<file path="src/rtl/ram_scan_reader.sv">
// ram_scan_reader: streams a frame of 16-bit words out of a synchronous RAM
// and serialises them MSB-first as 1-bit pixels, one per pix_en strobe.
// A small prefetch FIFO decouples the two-cycle RAM read loop from pixel
// consumption.
//
// Ports:
//   clk          rising-edge clock
//   reset        synchronous active-high reset
//   frame_start  one-cycle pulse, restarts the scan at base_addr
//   base_addr    word address of the first frame word
//   pix_en       pixel strobe, one pixel consumed per asserted cycle
//   ram_addr     word address to RAM, held outside ISSUE
//   ram_we       RAM write enable, always 0
//   ram_ub       RAM upper byte enable, always 1
//   ram_lb       RAM lower byte enable, always 1
//   ram_dout     RAM read data, valid one cycle after ram_addr
//   pixel        current pixel, 1 = black
//   pixel_valid  one-cycle strobe after each accepted pix_en
//   active       frame scan in progress
//   done         one-cycle pulse on frame completion
//   underrun     sticky: pixel requested with no data available
module ram_scan_reader #(
  parameter int unsigned FRAME_WORDS = 1024,
  parameter int unsigned FIFO_DEPTH  = 4
) (
  input  logic        clk,
  input  logic        reset,
  input  logic        frame_start,
  input  logic [9:0]  base_addr,
  input  logic        pix_en,
  output logic [9:0]  ram_addr,
  output logic        ram_we,
  output logic        ram_ub,
  output logic        ram_lb,
  input  logic [15:0] ram_dout,
  output logic        pixel,
  output logic        pixel_valid,
  output logic        active,
  output logic        done,
  output logic        underrun
);

  localparam int unsigned AW = $clog2(FIFO_DEPTH);
  localparam int unsigned CW = AW + 1;
  localparam logic [10:0]   FRAME_LEN = 11'(FRAME_WORDS);
  localparam logic [CW-1:0] DEPTH_C   = CW'(FIFO_DEPTH);

  typedef enum logic [1:0] {IDLE, ISSUE, CAPTURE} state_t;

  state_t        state, state_nxt;
  logic [9:0]    fetch_addr;
  logic [9:0]    addr_hold;
  logic [10:0]   words_left;
  logic          pending;
  logic [15:0]   fifo_mem [FIFO_DEPTH];
  logic [AW-1:0] wr_ptr, rd_ptr;
  logic [CW-1:0] fifo_count;
  logic [15:0]   shreg;
  logic [4:0]    bit_cnt;

  logic fetch_ok, issue, capture, push, pop, take_pix, frame_end;

  assign ram_we = 1'b0;
  assign ram_ub = 1'b1;
  assign ram_lb = 1'b1;

  // Occupancy counts the in-flight read so the FIFO can never overflow.
  assign fetch_ok  = active && (words_left != '0) &&
                     ((fifo_count + CW'(pending)) < DEPTH_C);
  assign take_pix  = pix_en && active && !frame_start;
  assign push      = capture && !frame_start;
  assign pop       = take_pix && (bit_cnt == '0) && (fifo_count != '0);
  assign frame_end = active && (words_left == '0) && !pending &&
                     (fifo_count == '0) && (bit_cnt == '0);

  // State register
  always_ff @(posedge clk) begin
    if (reset) state <= IDLE;
    else       state <= state_nxt;
  end

  // Next-state logic
  always_comb begin
    state_nxt = state;
    if (frame_start) begin
      state_nxt = IDLE;
    end else begin
      case (state)
        IDLE:    if (fetch_ok) state_nxt = ISSUE;
        ISSUE:   state_nxt = CAPTURE;
        CAPTURE: state_nxt = fetch_ok ? ISSUE : IDLE;
        default: state_nxt = IDLE;
      endcase
    end
  end

  // FSM outputs
  always_comb begin
    issue    = (state == ISSUE);
    capture  = (state == CAPTURE);
    ram_addr = issue ? fetch_addr : addr_hold;
  end

  always_ff @(posedge clk) begin
    if (reset)      addr_hold <= '0;
    else if (issue) addr_hold <= fetch_addr;
  end

  always_ff @(posedge clk) begin
    if (push) fifo_mem[wr_ptr] <= ram_dout;
  end

  always_ff @(posedge clk) begin
    if (reset) begin
      fetch_addr  <= '0;
      words_left  <= '0;
      pending     <= 1'b0;
      wr_ptr      <= '0;
      rd_ptr      <= '0;
      fifo_count  <= '0;
      shreg       <= '0;
      bit_cnt     <= '0;
      pixel       <= 1'b0;
      pixel_valid <= 1'b0;
      active      <= 1'b0;
      done        <= 1'b0;
      underrun    <= 1'b0;
    end else if (frame_start) begin
      // Flushing the pointers and clearing pending drops any read in flight.
      fetch_addr  <= base_addr;
      words_left  <= FRAME_LEN;
      pending     <= 1'b0;
      wr_ptr      <= '0;
      rd_ptr      <= '0;
      fifo_count  <= '0;
      shreg       <= '0;
      bit_cnt     <= '0;
      pixel_valid <= 1'b0;
      active      <= 1'b1;
      done        <= 1'b0;
      underrun    <= 1'b0;
    end else begin
      done        <= 1'b0;
      pixel_valid <= take_pix;

      if (issue) begin
        words_left <= words_left - 11'd1;
        fetch_addr <= fetch_addr + 10'd1;
        pending    <= 1'b1;
      end
      if (capture) pending <= 1'b0;

      if (push) wr_ptr <= wr_ptr + AW'(1);
      if (pop)  rd_ptr <= rd_ptr + AW'(1);
      case ({push, pop})
        2'b10:   fifo_count <= fifo_count + CW'(1);
        2'b01:   fifo_count <= fifo_count - CW'(1);
        default: fifo_count <= fifo_count;
      endcase

      if (take_pix) begin
        if (bit_cnt != '0) begin
          pixel   <= shreg[15];
          shreg   <= {shreg[14:0], 1'b0};
          bit_cnt <= bit_cnt - 5'd1;
        end else if (fifo_count != '0) begin
          // Pop and emit the MSB in the same cycle; the rest waits in shreg.
          pixel   <= fifo_mem[rd_ptr][15];
          shreg   <= {fifo_mem[rd_ptr][14:0], 1'b0};
          bit_cnt <= 5'd15;
        end else begin
          pixel <= 1'b0;
          if ((words_left != '0) || pending) underrun <= 1'b1;
        end
      end

      if (frame_end) begin
        active <= 1'b0;
        done   <= 1'b1;
      end
    end
  end

endmodule

</file>
<file path="config.mk">
export PLATFORM = sky130hd
export DESIGN_NAME = ram_scan_reader
export DESIGN_NICKNAME = d
export VERILOG_FILES = /design/src/rtl/ram_scan_reader.sv
export SDC_FILE = /design/constraint.sdc
export NUM_CORES = 1
export LEC_CHECK = 0
export CORE_ASPECT_RATIO = 2
export CORE_MARGIN = 2
export CORE_UTILIZATION = 60
export CTS_CLUSTER_DIAMETER = 120
export CTS_CLUSTER_SIZE = 28
export DETAILED_ROUTE_END_ITERATION = 12
export PLACE_DENSITY_LB_ADDON = 0.15
export SETUP_SLACK_MARGIN = 0.5
export SYNTH_ARGS = -nofsm -noshare
export SYNTH_HDL_FRONTEND = slang
export SYNTH_SLANG_ARGS = --single-unit
export TNS_END_PERCENT = 10
</file>
<file path="constraint.sdc">
create_clock -name clk -period 4.4 [get_ports clk]
set_clock_uncertainty 0.15 [all_clocks]
set_input_delay 0.66 -clock clk [delete_from_list [all_inputs] [get_ports clk]]
set_output_delay 0.66 -clock clk [all_outputs]
set_load 0.02 [all_outputs]
</file>
Word-level counts from Yosys, hierarchy flattened. Memory sizes are Yosys's and may differ from the RTL's. A register that Yosys moved wholly into a read port is not among the register bits. Index checks and enable logic that the tools add are counted.

Register bits after elaboration: 67. Memory bits (writable): 64. Bits of input ports: 30. Output and inout port bits: 18. Logic and storage cells: 86. Memories kept: 1.

Memories: fifo_mem (depth 4, width 16, rd ports 1, clocked after Yosys merged registers in 1, wr ports 1, line 55) `logic [15:0] fifo_mem [FIFO_DEPTH];`.

$add $sub $neg: 8. $lt $le $gt $ge: 1. Eq/ne operators: 5. Multiplexer cells: 22. Bitwise operators: 3. Reductions and logical operators: 30.

Operators with widths (count): $mux W16 (2); $mux W10 (3); $mux W11 (2); $logic_and A1 B1 Y1 (11); $logic_not A11 Y1 (1); $reduce_bool A11 Y1 (1); $sub A11 B1 Y11 const B (1); $add A10 B1 Y10 const B (1); $mux W5 (2); $mux W1 (8); $reduce_bool A2 Y1 (4); $mux W2 (3); $pmux W2 S3 (1); $pmux W3 S2 (1); $logic_not A5 Y1 (1); $reduce_bool A5 Y1 (1); $sub A5 B1 Y5 const B (1); $add A2 B1 Y2 const B (2); $eq A2 B1 Y1 const B (2); $eq A2 B2 Y1 const B (2); $reduce_and A2 Y1 (2); $reduce_and A4 Y1 (1); $add A3 B1 Y3 (1); $add A3 B1 Y3 const B (1); other kinds (11) (14).

Depth between registers and ports, before layout.
Word-level depth: 7. Depth in mapped cells: 11.

Worst setup path after synthesis. Ideal clock, no wire load.

Path type: register to register. Start point: reg bit_cnt[0]. End point: reg fifo_count[2]. Library setup time: 70 ps. Arrival: 2538 ps. Data required time: 4180 ps. Setup slack: 1642 ps. Stages on the path, launching flop included: 12. Period minus slack after synthesis: 2758 ps. Path through: dfxtp_1 > inv_1 > ha_1 > or4b_4 > buf_6 > nor3_4 > ha_1 > inv_1 > fa_1 > xor2_1 > or3_1 > a21oi_1.

Word-level cells in the longest chain between the ends: 5.

RTL lines: start: declaration (line 59) `logic [4:0] bit_cnt;`; start signal: assignment (line 165) `bit_cnt <= bit_cnt - 5'd1;`; $logic_not A5 Y1 (*) (line 72) `assign pop = take_pix && (bit_cnt == '0) && (fifo_count != '0);`; $logic_and A1 B1 Y1 (*) (2 in series) (line 72); net pop (line 61) `logic fetch_ok, issue, capture, push, pop, take_pix, frame_end;`; $eq A2 B1 Y1 / $eq A2 B2 Y1 (equally long branches) (line 155) `case ({push, pop})`; $pmux W3 S2 / $reduce_bool A2 Y1 (equally long branches); end signal: assignment (line 156) `2'b10: fifo_count <= fifo_count + CW'(1);`; end signal: assignment (line 157) `2'b01: fifo_count <= fifo_count - CW'(1);`; end signal: assignment (line 158) `default: fifo_count <= fifo_count;`; end: declaration (line 57) `logic [CW-1:0] fifo_count;`.

Mark *: on every way through the listed nets, which the timed path passes. The rest lies on a longest branch. A chain may end at the register's enable or synchronous reset.

Worst setup path in the final report.
Start point: reg state[0]. End point: out ram_addr[8].

Word-level cells in the longest chain between the ends: 2.

RTL lines: start: declaration (line 50) `state_t state, state_nxt;`; start signal: assignment (line 79) `else state <= state_nxt;`; $eq A2 B1 Y1 (line 99) `issue = (state == ISSUE);`; $mux W10; end: declaration (line 31) `output logic [9:0] ram_addr,`.

Every way passes these cells.

==> results.cfg <==
[clocking]
cts.clk_slew.worst_paths_ns = 0.05
clk_latency_ns = 0.41
cts-root-buf = clkbuf_16
cts_tree = done
cts_resized = 0
cts_made_buffers = 17
cts_buffer_depth = 2
postCtsSetupRepairBufs = 0
clock-sinks = 132
cts_hold_buffers = 0
cts_max_level = 4

[layout]
drive_gt1_share_pct = 10.42
diodes = 0
layout_commonest_cell = nand2_1
layout.area.seq_mm2 = 0.003283
area_growth_pct = 19.53
fillCellCount = 647
final_cell_mix = 72 x nand2_1, 68 x dfxtp_1, 64 x edfxtp_1, 44 x clkdlybuf4s50_1, 36 x nor2_1
num-nets-final = 546
design_area_mm2 = 0.006485
multi_input_area_mm2 = 0.001971

[timing]
maxSlewHeadroom_pct = 27.29
worst_pin_slew_ns = 1.089
post-route-period-util_pct = 70.39
final.min_clock_period_ns = 3.097
max_freq_ghz = 0.3229
fin_tns_setup_ns = 0
slew_violations = 0
hold_violations = 0
rsz0062_at_grt = false
setup_viol = 0

[placed_design]
dpl.hpwl_mm = 6.996
globalplace.congestion = 0.8086
placed_area_mm2 = 0.005912
io_buffers = 44

[logic_synthesis]
postSynth.asyncResetShare_pct = 0
synth_cell_types = 47
netlist_instances = 462
avgSynthCellArea_um2 = 11.74
synth-seq-area-share_pct = 60.52
ys_warn_count = 0
synth_edf_count = 64
synth_area_mm2 = 0.005425
synth_ff_type = dfxtp_1
ys_seq_elements = 132

[die]
die-width_um = 71.24
coreArea_mm2 = 0.008890
die-height_um = 138.5
dieArea_mm2 = 0.009865
rows = 49
start_util_pct = 61.03
io_pins = 48

[worst_setup_path]
worstSetupStartpoint = state[0]
worstPathArrival_ns = 2.29
end_kind = output port
cp-start-kind = flop
crit_required_ns = 3.59
path_cells = nor2b_1 > buf_4 > nand2_1 > nand2_1 > clkdlybuf4s50_1
reg2reg_slack_ns = 1.36
crit_end = ram_addr[8]
r2r_cells = 10
cp_common_cell = nand2_1
path_class = flop to output port
slowest_stage = clkdlybuf4s50_1
path_max_fanout = 11
cp_slowest_stage_delay_ns = 0.61
r2r_start = bit_cnt[0]
r2r_end = fifo_count[2]

[route]
drcViolationCount = 0
initialDrtViolationCount = 175
wirelength_mm = 10.31
drt-pass1-iter-count = 4
wl_per_cell_um = 16.63
ant_nets = 0
vias = 3549
viasPerCell = 5.724

[global_routing]
grt_max_degree = 33
grt_pass1_vias = 3571
antenna_found_initial = 0
grt_overflow = 0
grt.total_usage_pct = 22.44
grt_first_pass_wirelength_mm = 16.96

[run]
maxCapViolCount = 0

[power_and_ir_drop]
total_power_mw = 2.747
power.share.clock_pct = 49.0
power_switching_mw = 0.5444
swShare_pct = 19.81
power.density_mw_per_mm2 = 423.7
p_leak_nw = 2.293
combPwrFrac_pct = 3.4
power_frac_seq_pct = 47.7
p_int_mw = 2.203
ir_drop_mv = 0.3997

[outcome]
status = finished, final reports clean

[worst_hold_path]
hold_class = flop to flop
[state kept, by name, summed over array words and instances (netlist names), named ones only]
signal and flops:
active 1, addr_hold 10, bit_cnt 5, done 1
fetch_addr 10, fifo_count 3, fifo_mem 64, pending 1
pixel 1, pixel_valid 1, rd_ptr 2, shreg 15
state 2, underrun 1, words_left 11, wr_ptr 2
[through the flow]
stage | instances | hold slack [ns] | util [%] | setup slack (ns)
after floorplan | 463 | 0.2943 | - | 1.642
after global placement | 588 | 0.2871 | 66.50 | 1.005
after detailed placement | 588 | 0.2998 | 66.50 | 0.8875
after CTS | 620 | 0.3118 | 72.95 | 1.298
after global routing | 620 | 0.3337 | 72.95 | 1.121
final | 620 | 0.3129 | 72.95 | 1.303
[cells by family (layout without fill, tap and decap cells)]
kind of cell / Yosys count / in the layout / share of synthesized area [%]
AO/OA/AOI/OAI: 76 / 76 / 8.418
XOR/XNOR: 24 / 24 / 3.875
adder cells (fa/ha/maj): 11 / 11 / 2.675
buffers and inverters: 41 / 96 / 3.298
flip-flops: 132 / 132 / 60.52
multiplexers: 18 / 18 / 7.011
other: 2 / 3 / 0.1384
AND/OR/NAND/NOR: 158 / 158 / 14.07
[critical path, delay by kind of cell, from the launching register on]
family / cells / cell delay [ns]
AND/OR/NAND/NOR: 3 / 0.51
buffers and inverters: 2 / 0.86
flip-flops: 1 / 0.50
[layer usage]
layer / share of wire, % / up-vias / track usage, % / routed length [um]
li1: - / 1737 / - / -
met1: 37 / 1721 / 24.80 / 3855
met2: 58 / 78 / 40.11 / 5965
met3: 3.3 / 13 / 4.665 / 345
met4: 1.4 / 0 / 10.23 / 146
met5: 0 / - / 0 / 0
[layout make-up]
| class | count | share of cell area [%] |
|---|---|---|
| flip-flops and latches | 132 | 50.63 |
| multi-input cells | 290 | 30.39 |
| repair buffers | 48 | 7.254 |
| clock buffers | 23 | 7.216 |
| well taps | 102 | 1.968 |
| clock inverters | 9 | 1.621 |
| inverters | 16 | 0.9261 |
[worst min path at each step]
stage | start | endpoint | slack, ns | cells past startpoint
after floorplan | addr_hold[0] | addr_hold[0] | 0.29 | 2
after global placement | underrun | underrun | 0.29 | 2
after detailed placement | underrun | underrun | 0.30 | 2
after CTS | underrun | underrun | 0.31 | 2
after global routing | addr_hold[9] | addr_hold[9] | 0.33 | 2
final | underrun | underrun | 0.31 | 2
[power by group through the flow]
stage	Clock, mW	Combinational [mW]	Sequential [mW]
detailed placement	0	0.0918	1.33
finish	1.35	0.0922	1.31
CTS	1.37	0.0924	1.31
global route	1.42	0.101	1.31
floorplan	0	0.0455	1.33
global placement	0	0.0889	1.33
[Yosys cell counts, types with 2 or more instances]
cell type,n,area (um^2)
nand2b_1,3,18.77
a311oi_1,2,17.52
edfxtp_1,64,1922
nor4_1,4,25.02
nor4b_1,2,17.52
o21ai_1,14,70.07
and3_1,5,31.28
xnor2_1,9,78.83
nand4b_1,3,26.28
mux2i_1,2,20.02
a211oi_1,6,45.04
mux4_2,16,360.4
xor2_1,15,131.4
nand3_1,5,25.02
clkbuf_1,15,56.30
or3_1,4,25.02
dfxtp_1,68,1361
o21a_1,5,37.54
a21oi_1,23,115.1
buf_2,5,25.02
nor2_1,36,135.1
nand2_1,72,270.3
buf_4,3,22.52
and3b_1,2,17.52
inv_1,16,60.06
nand4_1,3,18.77
a31oi_1,16,100.1
conb_1,2,7.510
nor2b_1,4,25.02
nor3_1,6,30.03
ha_1,10,125.1
o21ai_0,4,20.02
nand3b_1,4,30.03
Power figures use the tool's default switching activity.
